--- src/rtl/jt6295_cmd.sv ---
// jt6295_cmd: decodes the two-byte CPU command protocol, fetches the 6-byte
// phrase header from sample ROM and drives the serial engine's channel controls.
module jt6295_cmd (
  input  logic        clk,
  input  logic        rst_n,
  input  logic        cen4,
  input  logic        zero,
  input  logic        wrn,
  input  logic [7:0]  din,
  input  logic [3:0]  busy,
  output logic        cmd_busy,
  output logic        rom_cs,
  output logic [17:0] rom_addr,
  input  logic [7:0]  rom_data,
  input  logic        rom_ok,
  output logic [17:0] start_addr,
  output logic [17:0] stop_addr,
  output logic [3:0]  att,
  output logic [3:0]  start,
  output logic [3:0]  stop
);

  typedef enum logic [2:0] {IDLE, PHRASE, FETCH, ARM, HOLD} state_t;

  state_t      state_q, state_d;
  logic        wrn_q;
  logic [6:0]  phrase_q, phrase_d;
  logic [3:0]  chMask_q, chMask_d;
  logic [3:0]  attLatch_q, attLatch_d;
  logic [2:0]  idx_q, idx_d;
  logic        addrNew_q, addrNew_d;
  logic        romCs_q, romCs_d;
  logic [17:0] romAddr_q, romAddr_d;
  logic [17:0] hdrStart_q, hdrStart_d;
  logic [17:0] hdrStop_q, hdrStop_d;
  logic [17:0] startAddr_q, startAddr_d;
  logic [17:0] stopAddr_q, stopAddr_d;
  logic [3:0]  att_q, att_d;
  logic [3:0]  start_q, start_d;
  logic [3:0]  stop_q, stop_d;
  logic        wrStb, sweep, stopWr;

  assign wrStb  = wrn_q & ~wrn;
  assign sweep  = zero & cen4;
  assign stopWr = wrStb & ~din[7] & (state_q != PHRASE);

  assign cmd_busy   = (state_q == FETCH) || (state_q == ARM) || (state_q == HOLD);
  assign rom_cs     = romCs_q;
  assign rom_addr   = romAddr_q;
  assign start_addr = startAddr_q;
  assign stop_addr  = stopAddr_q;
  assign att        = att_q;
  assign start      = start_q;
  assign stop       = stop_q;

  always_ff @(posedge clk or negedge rst_n) begin
    if (!rst_n) state_q <= IDLE;
    else        state_q <= state_d;
  end

  always_comb begin
    state_d     = state_q;
    phrase_d    = phrase_q;
    chMask_d    = chMask_q;
    attLatch_d  = attLatch_q;
    idx_d       = idx_q;
    addrNew_d   = addrNew_q;
    romCs_d     = romCs_q;
    romAddr_d   = romAddr_q;
    hdrStart_d  = hdrStart_q;
    hdrStop_d   = hdrStop_q;
    startAddr_d = startAddr_q;
    stopAddr_d  = stopAddr_q;
    att_d       = att_q;
    start_d     = start_q;
    stop_d      = stop_q;

    // A stop write coinciding with the sweep boundary survives the clear
    if (sweep)       stop_d = stopWr ? din[6:3] : 4'd0;
    else if (stopWr) stop_d = stop_q | din[6:3];

    case (state_q)
      IDLE: begin
        if (wrStb && din[7]) begin
          phrase_d = din[6:0];
          state_d  = PHRASE;
        end
      end
      PHRASE: begin
        if (wrStb) begin
          chMask_d   = din[7:4];
          attLatch_d = din[3:0];
          if (din[7:4] != 4'd0 && phrase_q != 7'd0) begin
            state_d   = FETCH;
            idx_d     = 3'd0;
            romCs_d   = 1'b1;
            romAddr_d = {8'd0, phrase_q, 3'd0};
            addrNew_d = 1'b1;
          end else begin
            state_d = IDLE;
          end
        end
      end
      FETCH: begin
        // rom_ok is not trusted in the cycle the address changes
        if (idx_q == 3'd6) begin
          state_d     = ARM;
          startAddr_d = hdrStart_q;
          stopAddr_d  = hdrStop_q;
          att_d       = attLatch_q;
          start_d     = chMask_q & ~busy;
        end else if (addrNew_q) begin
          addrNew_d = 1'b0;
        end else if (rom_ok) begin
          case (idx_q)
            3'd0:    hdrStart_d[17:16] = rom_data[1:0];
            3'd1:    hdrStart_d[15:8]  = rom_data;
            3'd2:    hdrStart_d[7:0]   = rom_data;
            3'd3:    hdrStop_d[17:16]  = rom_data[1:0];
            3'd4:    hdrStop_d[15:8]   = rom_data;
            default: hdrStop_d[7:0]    = rom_data;
          endcase
          idx_d = idx_q + 3'd1;
          if (idx_q == 3'd5) begin
            romCs_d = 1'b0;
          end else begin
            romAddr_d = {8'd0, phrase_q, idx_q + 3'd1};
            addrNew_d = 1'b1;
          end
        end
      end
      ARM: begin
        if (start_q == 4'd0) begin
          state_d = IDLE;
        end else if (sweep) begin
          start_d = 4'd0;
          state_d = HOLD;
        end
      end
      HOLD: begin
        if (sweep) state_d = IDLE;
      end
      default: state_d = IDLE;
    endcase
  end

  always_ff @(posedge clk or negedge rst_n) begin
    if (!rst_n) begin
      wrn_q       <= 1'b1;
      phrase_q    <= 7'd0;
      chMask_q    <= 4'd0;
      attLatch_q  <= 4'd0;
      idx_q       <= 3'd0;
      addrNew_q   <= 1'b0;
      romCs_q     <= 1'b0;
      romAddr_q   <= 18'd0;
      hdrStart_q  <= 18'd0;
      hdrStop_q   <= 18'd0;
      startAddr_q <= 18'd0;
      stopAddr_q  <= 18'd0;
      att_q       <= 4'd0;
      start_q     <= 4'd0;
      stop_q      <= 4'd0;
    end else begin
      wrn_q       <= wrn;
      phrase_q    <= phrase_d;
      chMask_q    <= chMask_d;
      attLatch_q  <= attLatch_d;
      idx_q       <= idx_d;
      addrNew_q   <= addrNew_d;
      romCs_q     <= romCs_d;
      romAddr_q   <= romAddr_d;
      hdrStart_q  <= hdrStart_d;
      hdrStop_q   <= hdrStop_d;
      startAddr_q <= startAddr_d;
      stopAddr_q  <= stopAddr_d;
      att_q       <= att_d;
      start_q     <= start_d;
      stop_q      <= stop_d;
    end
  end

endmodule
--- config.mk ---
export PLATFORM = sky130hd
export DESIGN_NAME = jt6295_cmd
export DESIGN_NICKNAME = d
export VERILOG_FILES = /design/src/rtl/jt6295_cmd.sv
export SDC_FILE = /design/constraint.sdc
export NUM_CORES = 1
export LEC_CHECK = 0
export BUFFER_PORTS_ARGS = -buffer_cell sky130_fd_sc_hd__buf_2
export CELL_PAD_IN_SITES_DETAIL_PLACEMENT = 0
export CELL_PAD_IN_SITES_GLOBAL_PLACEMENT = 2
export CORE_MARGIN = 3
export CORE_UTILIZATION = 25
export CTS_CLUSTER_SIZE = 8
export DETAILED_ROUTE_END_ITERATION = 8
export GPL_ROUTABILITY_DRIVEN = 0
export PLACE_DENSITY_LB_ADDON = 0.1
export SETUP_SLACK_MARGIN = 0.15
export SYNTH_ARGS = -nofsm -noshare
export SYNTH_HDL_FRONTEND = slang
export SYNTH_SLANG_ARGS = --single-unit
export TNS_END_PERCENT = 10
--- constraint.sdc ---
create_clock -name clk -period 2.6 [get_ports clk]
set_input_delay 0.52 -clock clk [delete_from_list [all_inputs] [get_ports clk]]
set_output_delay 0.52 -clock clk [all_outputs]
set_load 0.005 [all_outputs]
==> metrics.csv, run 1 <==
stage,metric,value,unit
cts,CTS H-tree depth,4,
synthesis,Mapped Area,4891,sq um
critical_path,Crit Path Category,flop to flop,
grt,initial antenna violation count,1,
die,io pins,94,
critical_path,CP Data Required Time,2.90,ns
grt,Tot GR Track Use,11.64,%
sta,"Setup violations, final",0,
cts,clock buffer depth,2,
critical_path,Worst path max stage delay,0.52,ns
route,DRT iter0 DRCs,134,
route,Post-DRT Antenna Nets,0,
cts,Num CTS Buffers,17,
die,Die Area,21280,sq um
cts,later-pin clock latency in the skew report,0.41,ns
route,Routed WL,11970,um
die,CORE AREA,18960,sq um
synthesis,Syn Inst Count,332,
sta,Fin Clk Skew,0.008345,ns
route,Vias/cell,4.293,
grt,largest net degree at the start of global routing,119,
route,Avg WL per Cell,17.00,um
die,Die W,145.9,um
final_layout,Synth-to-Final Area Change,28.29,%
critical_path,worst r2r dst,rom_addr[7],
critical_path,RR Startpoint,state_q[2],
synthesis,#FFs+latches synth,118,
final_layout,ANT cells,0,
placement,Final HPWL DP,7958,um
final_layout,proportion of layout cells with a drive suffix above 1,51.35,%
critical_path,CP cell instances,"or3b_4, a211oi_4, o21a_1, mux2_2",
placement,placed insts,672,
grt,first-pass GRT wire length,19260,um
route,# DRC,0,
critical_path,crit path max fanout,13,
power_and_ir_drop,leakage power,3.120,nW
outcome,status,completed,
placement,IO buf count,85,
flow_run,max-cap viol count,0,
synthesis,Ys Warns,0,
cts,clock tree root buffer cell,clkbuf_16,
hold_path,hold crit path type,input pin to async pin,
sta,Max Freq,454.5,MHz
sta,"Slew Viols, Final",0,
critical_path,arrival time of the worst setup path,2.50,ns
critical_path,crit path launch type,flop,
power_and_ir_drop,IR Drop Worst-Case VDD,0.4482,mV
sta,post-layout min period,2.200,ns
cts,clk sinks,118,
die,Core Rows,50,
synthesis,Synth async-reset ratio,100.0,%
cts,Post-CTS Setup Inserts,0,
synthesis,Post-synth EDFFs,0,
final_layout,fill count,1882,
sta,Final Hold Fails,0,
critical_path,Reg2Reg Depth,4,
critical_path,highest-delay cell along the critical path,dfrtp_1,
critical_path,Critical Path Sink,rom_addr[7],
grt,vias in the first global route,3340,
final_layout,Finished Layout Cells,704,
die,Die H,145.9,um
sta,Setup TNS,0,ns
final_layout,fin nets,462,
synthesis,dominant synthesized flop cell,dfrtp_1,
critical_path,Reg2Reg Setup Slack,0.40,ns
route,DR pass1 iterations,4,
synthesis,Synth cell types,48,
critical_path,Critical path origin,state_q[2],
synthesis,register area share after synthesis,60.40,%
power_and_ir_drop,pwr dens,923.9,nW/um^2
sta,worst relative slew slack,50.93,%
cts,CTS tree,done,
cts,CTS Hold Buffers Added,0,
cts,"Reg clk slew, reported paths",0.06,ns
sta,Tcrit/Tclk final,84.63,%
die,initial core utilization,25.80,%
sta,slew of the pin with the lowest slew margin,0.7361,ns
sta,RSZ-0062 raised after global routing,false,
synthesis,Avg Synthesized Cell Area,14.73,sq um
route,vias,3022,
grt,grt total ovfl,0,
cts,CTS resizes,0,
critical_path,Crit. End Element,flop,
==> critical path: cells and delay by family (launching register included) <==
kind	cells	cell delay [ns]
AOI/OAI and AO/OA	2	0.72
DFF	1	0.52
and+or+nand+nor	1	0.47
muxes	1	0.38
==> routing by layer <==
| metal | vias to the layer above | track usage, % | wire length, um |
|---|---|---|---|
| met5 | - | 0 | 13 |
| met4 | 2 | 5.128 | 182 |
| met3 | 14 | 3.862 | 531 |
| met2 | 63 | 17.26 | 5396 |
| li1 | 1390 | - | - |
| met1 | 1553 | 15.50 | 5844 |
==> metrics by stage <==
| stage | total power, mW | hold WS (ns) | worst slack (ns) | instance area (sq um) | utilization, % |
|---|---|---|---|---|---|
| 2_1_floorplan | 2.953 | 0.2244 | 0.7024 | 4917 | - |
| 3_3_place_gp | 3.235 | 0.4626 | 0.3675 | 5618 | 29.64 |
| 3_5_place_dp | 3.247 | 0.4744 | 0.3667 | 5618 | 29.64 |
| 4_1_cts | 5.901 | 0.2022 | 0.3599 | 6275 | 33.10 |
| 5_1_grt | 6.109 | 0.2109 | 0.2758 | 6275 | 33.10 |
| 6_report | 5.797 | 0.1574 | 0.3995 | 6275 | 33.10 |
==> sequential cells by signal (all words and copies together), names as in the netlist <==
signal and cells:
hdrStart_q 18, hdrStop_q 18, start_addr 18, stop_addr 18, rom_addr 10, phrase_q 7
attLatch_q 4, att 4, chMask_q 4, start 4, stop 4, idx_q 3
state_q 3, addrNew_q 1, rom_cs 1, wrn_q 1
==> worst min path at each step <==
| stage | cells after the start | slack (ns) | end | startpoint |
|---|---|---|---|---|
| 4_1_cts | 1 | 0.20 | wrn_q | wrn |
| 3_3_place_gp | 1 | 0.46 | start_addr[17] | start_addr[17] |
| 2_1_floorplan | 0 | 0.22 | addrNew_q | rst_n |
| 3_5_place_dp | 1 | 0.47 | start_addr[17] | start_addr[17] |
| 5_1_grt | 1 | 0.21 | wrn_q | wrn |
| 6_report | 2 | 0.16 | state_q[2] | rst_n |
==> Yosys cell counts (all sizes together), types with 4 or more instances <==
cell / n / area (sq um)
dfrtp: 117 / 2928
mux2: 99 / 1115
buf: 19 / 133.9
inv: 10 / 37.54
a22o: 9 / 78.83
nand2: 7 / 26.28
nor2: 7 / 33.78
a32o: 5 / 50.05
ha: 5 / 62.56
a21oi: 4 / 20.02
nor3: 4 / 25.02
==> cells in the final DEF, fill, tap and decap left out, drive strengths merged, types with 2 or more instances in the layout <==
master / count
nor3: 4
o211ai: 2
buf: 93
nor2: 7
o31ai: 2
mux2: 99
nand2b: 2
conb: 8
and4: 2
a22o: 9
nand2: 7
ha: 5
nor2b: 3
or3b: 2
a21oi: 4
nor3b: 2
a211oi: 2
clkinvlp: 3
o21ai: 3
clkbuf: 20
o22ai: 3
dfrtp: 117
a31oi: 2
bufinv: 5
o2bb2ai: 3
clkinv: 4
nor4: 3
inv: 10
a32o: 5
==> where the power goes <==
part	switching, mW	leakage (nW)	internal, mW	total, mW
logic	0.422	1.24	0.453	0.875
registers	0.192	1.57	2.13	2.32
clock network	0.850	0.312	1.75	2.60
total	1.46	3.12	4.33	5.80
==> layout make-up <==
type	count	area, sq um	share of cell area [%]
repair buffers	93	513.0	8.175
well taps	260	325.3	5.184
clock buffers	20	456.7	7.278
clock inverters	12	200.2	3.190
flip-flops and latches	118	2954	47.08
multi-input cells	191	1788	28.49
inverters	10	37.54	0.5982
==> logic make-up after synthesis <==
family                     Yosys count  synth area share, %
buffers and inverters               30                3.581
adders and majority gates            5                1.279
other                                1              0.07667
muxes                              100                23.00
DFF                                118                60.40
AOI/OAI and AO/OA                   41                6.831
and+or+nand+nor                     37                4.835
Power figures use the tool's default switching activity.
==> run 2, diff against run 1 <==
- clock period: 2.6 -> 2.2 ns (I/O delays scaled with it)
==> run 2 against run 1 <==
Compared with the run above:
- via count increased by 3.0%
- global-route usage about the same
- first-iteration DRC count decreased by 6.0%
- clock power grew 2%
- worst setup slack got worse by 0.17 ns
- core utilization grew 0.43 points
- maximum frequency increased by 11%
- cell area is 1.3% higher
- register-to-register slack got worse by 0.17 ns
- clock skew hardly changed
- wire length rose by 2.4%
- sequential share of layout area down 0.60 points
- critical endpoint is now start_addr[1]
- largest cell class unchanged
==> metrics.csv, run 2 (synthesis gave the netlist of run 1 again) <==
stage,metric,value,unit
route,Post-DRT Antenna Nets,0,
hold_path,hold depth,1,
sta,post-layout min period,1.975,ns
placement,Final HPWL DP,8246,um
cts,CTS H-tree depth,4,
die,io pins,94,
grt,initial antenna violation count,1,
die,Die Area,21280,sq um
route,wire length on met2,5553,um
sta,Fin Clk Skew,0.008190,ns
hold_path,min-delay src,wrn,
placement,IO buf count,85,
cts,"Reg clk slew, reported paths",0.06,ns
route,Routed WL,12250,um
die,Die H,145.9,um
route,# DRC,0,
route,DRT iter0 DRCs,126,
sta,Setup TNS,0,ns
sta,slew of the pin with the lowest slew margin,0.5268,ns
route,Avg WL per Cell,16.97,um
grt,vias in the first global route,3342,
critical_path,arrival time of the worst setup path,2.26,ns
cts,clock buffer depth,2,
die,Die W,145.9,um
sta,RSZ-0062 raised after global routing,true,
final_layout,most frequent cells in the layout,"117 x dfrtp_1, 97 x mux2_2, 84 x buf_2",
critical_path,Crit Path Category,flop to flop,
cts,later-pin clock latency in the skew report,0.41,ns
sta,"Setup violations, final",0,
final_layout,proportion of layout cells with a drive suffix above 1,52.60,%
sta,worst relative slew slack,64.61,%
flow_run,max-cap viol count,0,
critical_path,highest-delay cell along the critical path,dfrtp_1,
critical_path,crit path launch type,flop,
sta,Min Hold Slack,0.1520,ns
critical_path,CP cell instances,"inv_1, ha_1, nand2_1, nor2_4, clkbuf_16, mux2_2",
grt,largest net degree at the start of global routing,45,
cts,Num CTS Buffers,17,
critical_path,Crit. End Element,flop,
critical_path,Reg2Reg Depth,6,
route,DR pass1 iterations,4,
final_layout,fin nets,480,
final_layout,final core occ,33.53,%
sta,Max Freq,506.4,MHz
route,Met1 Wirelength,5908,um
sta,Tcrit/Tclk final,89.76,%
final_layout,"most common cell after layout, fill and taps aside",dfrtp_1,
route,vias,3112,
power_and_ir_drop,IR Drop Worst-Case VDD,0.5147,mV
sta,Final Hold Fails,0,
sta,"Slew Viols, Final",0,
power_and_ir_drop,leakage power,3.185,nW
grt,grt total ovfl,0,
route,top routing layer in use,met5,
grt,Tot GR Track Use,11.68,%
hold_path,hold worst-path end,wrn_q,
critical_path,worst r2r dst,start_addr[1],
route,Vias/cell,4.310,
die,initial core utilization,25.80,%
grt,first-pass GRT wire length,19140,um
hold_path,hold crit path type,input pin to flop,
cts,clock tree root buffer cell,clkbuf_16,
power_and_ir_drop,pwr dens,1027,nW/um^2
die,CORE AREA,18960,sq um
cts,clk sinks,118,
final_layout,Synth-to-Final Area Change,29.96,%
final_layout,ANT cells,0,
critical_path,crit path max fanout,22,
route,WL met3,622,um
cts,Post-CTS Setup Inserts,0,
critical_path,Worst path max stage delay,0.42,ns
critical_path,RR Startpoint,idx_q[0],
critical_path,CP Data Required Time,2.49,ns
critical_path,Reg2Reg Setup Slack,0.23,ns
cts,CTS tree,done,
outcome,status,completed,
die,Core Rows,50,
final_layout,fill count,1918,
==> run 2: cell types whose count changed in the layout (fill, tap and decap cells not counted), sizes merged <==
cell	previous run	this run
dlygate4sd3	0	1
buf	93	109
clkbuf	20	24
clkinvlp	3	1
bufinv	5	2
clkinv	4	6
==> run 2: critical path: cells and delay by family (launching register included) <==
kind / cells / cell delay [ns]
simple gates: 2 / 0.43
flops: 1 / 0.42
buf+inv: 2 / 0.38
mux: 1 / 0.35
fa+ha+maj: 1 / 0.26
==> run 2: metrics by stage <==
step           instance area [sq um]  instances  worst slack (ns)  power [mW]
5_1_grt                         6356        722           0.09382       6.897
4_1_cts                         6331        721            0.1761       6.656
2_1_floorplan                   4917        339            0.3024       3.490
6_report                        6356        722            0.2252       6.527
3_5_place_dp                    5751        688            0.1601       3.928
3_3_place_gp                    5751        688            0.1849       3.913
==> run 2: how the worst max path moves through the flow <==
stage	endpoint	slack, ns	depth (start not counted)	start
floorplan	rom_addr[3]	0.30	6	state_q[1]
global placement	rom_addr[3]	0.18	6	idx_q[0]
detailed placement	rom_addr[5]	0.16	6	idx_q[0]
CTS	stop_addr[14]	0.18	6	idx_q[0]
global route	rom_addr[6]	0.09	6	idx_q[0]
finish	start_addr[1]	0.23	6	idx_q[0]
==> run 2: what timing repair did <==
item                       4_1_cts  5_1_grt
hold endpoints to repair         4        0
resized for setup                1        0
gates cloned                     0        1
setup endpoints to repair        7       47
hold buffers                     1        0
==> run 2: final cells by class <==
type	instances	area, sq um	area share, %
well taps	260	325.3	5.118
repair buffers	111	680.7	10.71
clock inverters	9	101.3	1.594
clock buffers	23	467.9	7.362
flip-flops and latches	118	2954	46.48
inverters	10	37.54	0.5906
multi-input cells	191	1789	28.15
==> run 2: metal layers <==
layer  vias to the layer above  GRT usage (%)
met3                        12          4.173
li1                       1427              -
met2                        68          17.56
met4                         2          4.701
met5                         -              0
met1                      1603          15.36
==> run 2: where the power goes <==
group	switching, mW	leakage (nW)	internal, mW	total [mW]
Combinational	0.532	1.33	0.617	1.15
Sequential	0.200	1.57	2.52	2.72
Clock	0.942	0.281	1.72	2.66
==> run 3, diff against run 2 <==
--- a/config.mk
+++ b/config.mk
@@ -12,2 +12,3 @@
 export CORE_UTILIZATION = 25
+export CTS_CLUSTER_DIAMETER = 120
 export CTS_CLUSTER_SIZE = 8
==> constraint.sdc (replaced) <==
create_clock -name clk -period 2.2 [get_ports clk]
set_input_delay 0.22 -clock clk [delete_from_list [all_inputs] [get_ports clk]]
set_output_delay 0.22 -clock clk [all_outputs]
set_load 0.005 [all_outputs]
==> run 3 against run 2 <==
Compared with the run above:
- first-iteration DRC count is 29% lower
- count of clock-buffer cells in the layout is 3 lower
- register-to-register slack better by 0.04 ns
- final cell count is 0.55% lower
- largest cell class unchanged
- largest power group is now the clock network
==> metrics.csv, run 3 (synthesis gave the netlist of run 1 again) <==
stage,metric,value,unit
critical_path,Crit. End Element,flop,
critical_path,crit path max fanout,14,
sta,Final Hold Fails,0,
sta,RSZ-0062 raised after global routing,true,
die,initial core utilization,25.80,%
final_layout,Finished Layout Cells,718,
cts,Num CTS Buffers,17,
power_and_ir_drop,pwr dens,1058,nW/um^2
sta,Setup TNS,0,ns
placement,placed insts,683,
route,Post-DRT Antenna Nets,0,
route,DRT iter0 DRCs,90,
placement,Place WS,0.1148,ns
sta,Max Freq,516.2,MHz
cts,"Reg clk slew, reported paths",0.06,ns
power_and_ir_drop,leakage power,3.163,nW
sta,worst relative slew slack,57.92,%
grt,grt total ovfl,0,
final_layout,fin nets,475,
cts,clock buffer depth,2,
final_layout,proportion of layout cells with a drive suffix above 1,52.52,%
placement,IO buf count,85,
sta,slew of the pin with the lowest slew margin,0.6263,ns
power_and_ir_drop,IR Drop Worst-Case VDD,0.4868,mV
grt,largest net degree at the start of global routing,61,
die,CORE AREA,18960,sq um
route,vias,3112,
placement,Post-DP Area,5700,sq um
die,Core Rows,50,
sta,post-layout min period,1.937,ns
final_layout,Synth-to-Final Area Change,29.44,%
route,# DRC,0,
cts,CTS H-tree depth,4,
critical_path,arrival time of the worst setup path,2.23,ns
grt,first-pass GRT wire length,19330,um
die,Die Area,21280,sq um
final_layout,final instance area,6331,sq um
grt,Tot GR Track Use,11.70,%
route,DR pass1 iterations,4,
grt,initial antenna violation count,2,
cts,clock tree root buffer cell,clkbuf_16,
sta,"Setup violations, final",0,
sta,worst setup margin,0.2629,ns
critical_path,CP Data Required Time,2.49,ns
hold_path,hold crit path type,input pin to flop,
sta,"Slew Viols, Final",0,
final_layout,"most common cell after layout, fill and taps aside",dfrtp_1,
die,io pins,94,
die,Die H,145.9,um
die,Die W,145.9,um
sta,Fin Clk Skew,0.01166,ns
cts,clk sinks,118,
critical_path,Crit Path Category,flop to flop,
cts,later-pin clock latency in the skew report,0.41,ns
cts,CTS tree,done,
outcome,status,completed,
critical_path,crit path launch type,flop,
placement,Final HPWL DP,8342,um
power_and_ir_drop,Tot Pwr,6.697,mW
final_layout,most frequent cells in the layout,"117 x dfrtp_1, 97 x mux2_2, 84 x buf_2",
route,Routed WL,11950,um
cts,Post-CTS Setup Inserts,0,
sta,Tcrit/Tclk final,88.05,%
flow_run,max-cap viol count,0,
route,Vias/cell,4.334,
route,Avg WL per Cell,16.64,um
grt,vias in the first global route,3385,
run 3: changes by cell type in the layout (fill, tap and decap cells not counted), moves of 2 or more:
cell        delta
clkbuf_1       -3
inv_6          +2
buf_4          -4
clkinvlp_4     +2
run 3: power by group:
group / switching [mW] / leakage, nW / internal, mW
logic: 0.540 / 1.30 / 0.587
registers: 0.208 / 1.57 / 2.52
clock network: 1.00 / 0.293 / 1.84
run 3: metrics by stage:
stage	util (%)	hold slack, ns
final	33.40	0.06391
after global routing	33.40	0.05506
after CTS	33.39	0.04830
after detailed placement	30.07	0.2394
after global placement	30.07	0.2343
after floorplan	-	-0.07559
run 3: repair_timing:
item | CTS | global route
endpoints found under the setup margin | 7 | 25
gates resized for setup | 1 | 1
hold buffers | 2 | 0
endpoints found under the hold margin | 36 | 0
pin swaps | 0 | 0
run 3: critical path, cell delays in order, from the launching register on:
cell,delay [ns]
dfrtp_1,0.48
or3b_1,0.53
nor2_4,0.19
buf_4,0.26
mux2_2,0.36
run 3: worst paths after layout:
| kind | slack, ns | cells past startpoint | end | start |
|---|---|---|---|---|
| worst max-delay path | 0.26 | 4 | stop_addr[7] | state_q[1] |
| worst min-delay path | 0.06 | 2 | attLatch_q[0] | din[0] |
| worst max register to register | 0.26 | 4 | stop_addr[7] | state_q[1] |
| worst min register to register | 0.49 | 1 | start_addr[15] | hdrStart_q[15] |
| max in group asynchronous | 1.14 | 3 | wrn_q | rst_n |
| min in group asynchronous | 0.35 | 2 | hdrStart_q[9] | rst_n |
run 3: routing by layer:
layer / wire, um / global-route usage [%] / part of all wire, %
met1: 5672 / 15.49 / 47
met2: 5539 / 17.91 / 46
met3: 544 / 3.737 / 4.6
met4: 174 / 4.416 / 1.5
met5: 13 / 0 / 0.11
run 3: final cells by class:
class	count	area, sq um
clock buffers	20	456.7
well taps	260	325.3
diodes	1	2.502
inverters	10	37.54
repair buffers	106	615.6
fillers	1928	12620
clock inverters	12	150.1
multi-input cells	191	1789
flip-flops and latches	118	2954
